--- src/rtl/param_sync_fifo.sv ---
// Single-clock FIFO with pointer-derived full/empty, registered occupancy count,
// threshold flags, sticky overflow/underflow and selectable registered or FWFT read.
module param_sync_fifo #(
    parameter int WIDTH    = 32,
    parameter int DEPTH    = 8,
    parameter int FWFT     = 0,
    parameter int AF_LEVEL = DEPTH - 1,
    parameter int AE_LEVEL = 1,
    localparam int AW      = $clog2(DEPTH)
) (
    input  logic             wclk,
    input  logic             rst,
    input  logic             winc,
    input  logic [WIDTH-1:0] wdata,
    input  logic             rinc,
    input  logic             clr_err,
    output logic [WIDTH-1:0] rdata,
    output logic             rvalid,
    output logic             wfull,
    output logic             rempty,
    output logic             almost_full,
    output logic             almost_empty,
    output logic [AW:0]      count,
    output logic             overflow,
    output logic             underflow
);

    localparam logic [AW:0] ONE  = {{AW{1'b0}}, 1'b1};
    localparam logic [AW:0] AF_L = AF_LEVEL[AW:0];
    localparam logic [AW:0] AE_L = AE_LEVEL[AW:0];

    logic [WIDTH-1:0] mem_q [DEPTH];
    logic [AW:0]      wr_ptr_q, wr_ptr_d;
    logic [AW:0]      rd_ptr_q, rd_ptr_d;
    logic [AW:0]      count_q, count_d;
    logic             overflow_q, overflow_d;
    logic             underflow_q, underflow_d;
    logic [WIDTH-1:0] rdata_q, rdata_d;
    logic             rvalid_q, rvalid_d;
    logic             wfull_s, rempty_s, wr_en_s, rd_en_s;
    logic [AW-1:0]    rd_addr_s;

    assign wfull_s   = (wr_ptr_q[AW] != rd_ptr_q[AW]) && (wr_ptr_q[AW-1:0] == rd_ptr_q[AW-1:0]);
    assign rempty_s  = (wr_ptr_q == rd_ptr_q);
    // Full/empty gating alone resolves the simultaneous-request corner cases
    assign wr_en_s   = winc && !wfull_s;
    assign rd_en_s   = rinc && !rempty_s;
    assign rd_addr_s = rd_ptr_q[AW-1:0];

    // Next-state for pointers, occupancy, sticky errors and registered read port
    always_comb begin
        wr_ptr_d    = wr_ptr_q;
        rd_ptr_d    = rd_ptr_q;
        count_d     = count_q;
        overflow_d  = overflow_q;
        underflow_d = underflow_q;
        rdata_d     = rdata_q;
        rvalid_d    = 1'b0;
        if (wr_en_s) begin
            wr_ptr_d = wr_ptr_q + ONE;
        end else begin
            wr_ptr_d = wr_ptr_q;
        end
        if (rd_en_s) begin
            rd_ptr_d = rd_ptr_q + ONE;
            rdata_d  = mem_q[rd_addr_s];
            rvalid_d = 1'b1;
        end else begin
            rd_ptr_d = rd_ptr_q;
        end
        case ({wr_en_s, rd_en_s})
            2'b10:   count_d = count_q + ONE;
            2'b01:   count_d = count_q - ONE;
            default: count_d = count_q;
        endcase
        // A new error event outranks a clear in the same cycle
        if (winc && wfull_s) begin
            overflow_d = 1'b1;
        end else if (clr_err) begin
            overflow_d = 1'b0;
        end else begin
            overflow_d = overflow_q;
        end
        if (rinc && rempty_s) begin
            underflow_d = 1'b1;
        end else if (clr_err) begin
            underflow_d = 1'b0;
        end else begin
            underflow_d = underflow_q;
        end
    end

    // Control state registers with synchronous reset
    always_ff @(posedge wclk) begin
        if (rst) begin
            wr_ptr_q    <= {(AW+1){1'b0}};
            rd_ptr_q    <= {(AW+1){1'b0}};
            count_q     <= {(AW+1){1'b0}};
            overflow_q  <= 1'b0;
            underflow_q <= 1'b0;
            rdata_q     <= {WIDTH{1'b0}};
            rvalid_q    <= 1'b0;
        end else begin
            wr_ptr_q    <= wr_ptr_d;
            rd_ptr_q    <= rd_ptr_d;
            count_q     <= count_d;
            overflow_q  <= overflow_d;
            underflow_q <= underflow_d;
            rdata_q     <= rdata_d;
            rvalid_q    <= rvalid_d;
        end
    end

    // Storage array; intentionally not reset, stale words are unreachable after rst
    always_ff @(posedge wclk) begin
        if (wr_en_s && !rst) begin
            mem_q[wr_ptr_q[AW-1:0]] <= wdata;
        end
    end

    generate
        if (FWFT != 0) begin : g_fwft
            assign rdata  = mem_q[rd_addr_s];
            assign rvalid = !rempty_s;
        end else begin : g_reg
            assign rdata  = rdata_q;
            assign rvalid = rvalid_q;
        end
    endgenerate

    assign wfull        = wfull_s;
    assign rempty       = rempty_s;
    assign count        = count_q;
    assign almost_full  = (count_q >= AF_L);
    assign almost_empty = (count_q <= AE_L);
    assign overflow     = overflow_q;
    assign underflow    = underflow_q;

endmodule

--- config.mk ---
export PLATFORM = sky130hd
export DESIGN_NAME = param_sync_fifo
export DESIGN_NICKNAME = d
export VERILOG_FILES = /design/src/rtl/param_sync_fifo.sv
export SDC_FILE = /design/constraint.sdc
export NUM_CORES = 1
export LEC_CHECK = 0
export BUFFER_PORTS_ARGS = -buffer_cell sky130_fd_sc_hd__buf_4
export CAP_MARGIN = 40
export CELL_PAD_IN_SITES_DETAIL_PLACEMENT = 0
export CELL_PAD_IN_SITES_GLOBAL_PLACEMENT = 1
export CORE_ASPECT_RATIO = 1.25
export CORE_MARGIN = 3
export CORE_UTILIZATION = 35
export DETAILED_ROUTE_END_ITERATION = 12
export PLACE_DENSITY = 0.65
export SLEW_MARGIN = 20
export SYNTH_ARGS = -nofsm -noshare
export SYNTH_HDL_FRONTEND = slang
export SYNTH_SLANG_ARGS = --single-unit
--- constraint.sdc ---
create_clock -name wclk -period 13.55 [get_ports wclk]
set_clock_uncertainty 0.2 [all_clocks]
set_input_delay 1.355 -clock wclk [delete_from_list [all_inputs] [get_ports wclk]]
set_output_delay 1.355 -clock wclk [all_outputs]
set_load 0.01 [all_outputs]
Word level (Yosys, flattened, before mapping) --
Memory sizes are Yosys's and may differ from the RTL's. A register that Yosys moved wholly into a read port is not among the register bits. Cells that the tools add are included.
Storage, ports and cells: register bits after elaboration 15, bits in writable memories 256, bits of input ports 37, output and inout port bits 43, memories kept 1
Operators by class: add/subtract/negate cells 4, order comparisons 2, equality and inequality tests 5, muxes and demuxes 7, reduce and logical (&&, ||, !) cells 12
Memory list:
- mem_q | depth 8, bits a word 32, rd ports 1, clocked after Yosys merged registers in 1, write ports 1, line 32 | logic [WIDTH-1:0] mem_q [DEPTH];
Operators by type and width (number):
- adder 4 x 1 -> 4 bit (second input constant) | 3
- case mux 4 bit (2 select lines) | 1
- logical AND 1 bit | 6
- 2-to-1 mux 1 bit | 6
- nonzero test 2 bit | 3
- == test 4 bit | 1
- >= comparator 4 x 3 -> 1 bit (second input constant) | 1
- <= comparator 4 x 1 -> 1 bit (second input constant) | 1
- subtractor 4 x 1 -> 4 bit (second input constant) | 1
- == test 3 bit | 1
- logical NOT 1 bit | 3
- == test 2 x 1 -> 1 bit (second input constant) | 1
- == test 2 bit (second input constant) | 1
- inequality test 1 bit | 1

Logic depth before layout (Yosys ltp) --
depth after elaboration 7, gate-level depth with buffers 9, gate-level depth less buffers 8

Worst setup path after synthesis --
No wires, ideal clock.
path type input to register, start point in rst, end point mem mem_q[1][0], enable pin, setup time 0.513 ns, data arrival time 5.309 ns, required time 12.837 ns, path slack 7.528 ns, stages 3, buffers on the path 1, cell sequence clkbuf_1 -> or2_2 -> nor4b_1
On the way: cells in the longest elaborated chain, start to end 4
Ends and longest elaborated chain:
- start: declaration | line 12 | input logic rst,
- logical NOT 1 bit | line 116 | if (wr_en_s && !rst) begin
- logical AND 1 bit | line 116
- 2-to-1 mux 1 bit | line 116
- 2-to-1 mux 1 bit (not written as such) | line 117 | mem_q[wr_ptr_q[AW-1:0]] <= wdata;
- end: declaration | line 32
Every way passes these cells.

Worst setup path after layout --
start point reg rd_ptr_q[0], end point out wfull
On the way: cells in the longest elaborated chain, start to end 2
Ends and longest elaborated chain:
- start: declaration | line 34 | logic [AW:0] rd_ptr_q, rd_ptr_d;
- start signal: assignment | line 97 | rd_ptr_q <= {(AW+1){1'b0}};
- start signal: assignment | line 105 | rd_ptr_q <= rd_ptr_d;
- == test 3 bit | line 43 | assign wfull_s = (wr_ptr_q[AW] != rd_ptr_q[AW]) && (wr_ptr_q[AW-1:0] == rd_ptr_q[AW-1:0]);
- logical AND 1 bit | line 43
- end: declaration | line 19 | output logic wfull,
Every way passes these cells.

==> metrics.txt <==
CP max-delay cell dfxtp_4; Top Family by Delay on Critical Path flip-flops; final setup margin ~10 ns; final instance area 13,700 um^2; CTS resizes 0; placed cells 1,019; Async SR Flop Fraction 0; relative slew slack 0.597; total wire length 22.2 mm; Clock Path Buffers 3; routing usage on met3 0.0236; Critical Path RT around 12 ns; Initial Utilization 0.358; # rows between 70 and 80; Synth top area share 0.669; Detail Route Antenna Nets 0; Cells after Synth 540; status finished, final reports clean; initial DRC count around 340; Setup violations, final 0; all-layer global routing usage 0.127; GRT busiest layer met2; vias in the first global route slightly below 6,000; #FFs+latches synth 303; fmax 0.267 GHz; critical path buffer and inverter count 1; Seq/Total Area, Yosys 0.751; CTS tree built; Post-synth EDFFs 256; Synth Flop Type edfxtp_1; Layout Cells excl Fill 1,072; layout cell share with drive strength beyond 1 0.382; DR WL/cell a little over 20 um; CP Launch Type register; kind of critical path register to output port; Root Buffer clkbuf_16; final worst path period need around 3.7 ns; top post-synthesis cells by area edfxtp_1, mux4_2, dfxtp_1; via count roughly 5,300; area leader, netlist edfxtp_1; max-cap violation count 0; Area Growth Syn to Fin 19.6%; drt first pass iters 6; power density over the cells approximately 160 nW/um^2; top post-synthesis cells by count edfxtp_1, mux4_2, dfxtp_1; H-tree depth 1; count leader, synth edfxtp_1; Worst-path clk slew approximately 0.060 ns; global-route wire length before repair about 35 mm; Distinct cells, synth 39; detail-routed via count per cell 4.98; Final GP Congestion about 0.7; setup bufs post-CTS 0; DPL Wire Length 13.5 mm; Leak Pwr approximately 0.0045 uW; CP Cell Sequence xor2_2 > nor4_1 > buf_4; Num CTS Buffers 29; Hold Crit Class register to register; core area ~32,000 um^2; clock net sink count ~300; peak supply drop around 0.000090 V; RSZ-0062 raised after global routing no; Fin. Hold Viols 0; final slew viol count 0; Worst-Margin Slew ~0.60 ns; Critical Path Sink Type output port; Antenna diodes 0; initial antenna violation count 1; Post-Syn Nets 583; Die Ht ~210 um; total grt overflow 0; Fill cells roughly 2,700; Final #Nets ~680; grt met2 use 0.224; fraction of the cycle the final worst path needs 0.276; delay of the slowest critical-path stage 0.65 ns; Clock Latency Late Sink approximately 0.53 ns; Yosys warnings 0; maximum fanout along the worst path 24; drt drc 0; Die X 168 um; cell area after synthesis about 11,000 um^2; crit path DAT approximately 2.2 ns; Post-CTS Hold Fix Bufs 0; setup slack at placement about 10 ns; IO Pins 80; die area about 35,000 um^2; TNS Setup 0 ns; Hold WS approximately 0.28 ns; PortBufs about 80; largest net degree at the start of global routing 39; met1 Track Usage GR 0.163; Avg Cell Area, Syn between 20 and 25 um^2; dpl cell area roughly 13,000 um^2
-- placed cells by master, fill, tap and decap left out, drive strengths merged, types with 4 or more instances in the layout --
cell type,n
nor4,4
mux2,32
a21oi,8
edfxtp,256
clkinv,10
buf,97
a22o,32
inv,5
mux4,64
nor2,17
ha,6
xor2,7
clkbuf,38
dfxtp,47
-- area by class of cell --
cell class,count,area (um^2),share of cell area
Clock buffer,38,769,0.0560
Clock inverter,15,153,0.0111
Inverter,4,17.5,0.00128
Multi-Input combinational cell,203,2710,0.197
Sequential cell,303,8640,0.629
Tap cell,412,515,0.0375
Timing Repair Buffer,97,938,0.0683
-- stage by stage --
step            util  power [uW]
2_1_floorplan      -        1300
3_3_place_gp   0.390        1380
3_5_place_dp   0.400        1400
4_1_cts        0.428        2180
5_1_grt        0.428        2250
6_report       0.428        2150
-- report_power, final --
group | total, uW | switching [uW] | internal (uW) | leakage, uW
clock | 783 | 327 | 456 | 0.000446
combinational | 292 | 129 | 163 | 0.00135
sequential | 1080 | 34.3 | 1040 | 0.00270
total | 2150 | 490 | 1660 | 0.00449
-- registers in the layout (all words and copies together), names as in the netlist --
name / cells
rvalid: 1
wr_ptr_q: 4
count: 4
rdata: 32
rd_ptr_q: 4
overflow: 1
mem_q: 256
underflow: 1
-- final timing paths --
check / startpoint / end / slack [ns] / depth (start not counted)
setup / recovery: rd_ptr_q[0] / wfull / 9.81 / 3
hold / removal: rdata[27] / rdata[27] / 0.28 / 1
setup reg to reg: rd_ptr_q[1] / mem_q[2][31] / 10.38 / 7
hold reg to reg: rdata[27] / rdata[27] / 0.28 / 1
-- kinds of logic (layout without fill, tap and decap cells) --
kind of cell | Yosys count | after routing | share of synthesized area
compound gates | 48 | 48 | 0.0344
xor+xnor | 10 | 10 | 0.00894
fa+ha+maj | 6 | 6 | 0.00654
buf+inv | 34 | 154 | 0.0187
flops | 303 | 303 | 0.751
mux | 99 | 99 | 0.160
simple gates | 40 | 40 | 0.0204
-- routing by layer --
| metal | up-vias | share of wire |
|---|---|---|
| li1 | 2427 | - |
| met1 | 2764 | 0.42 |
| met2 | 106 | 0.52 |
| met3 | 38 | 0.043 |
| met4 | 2 | 0.019 |
| met5 | - | 0.00059 |
Note: power is estimated with default switching activity, not from simulation.
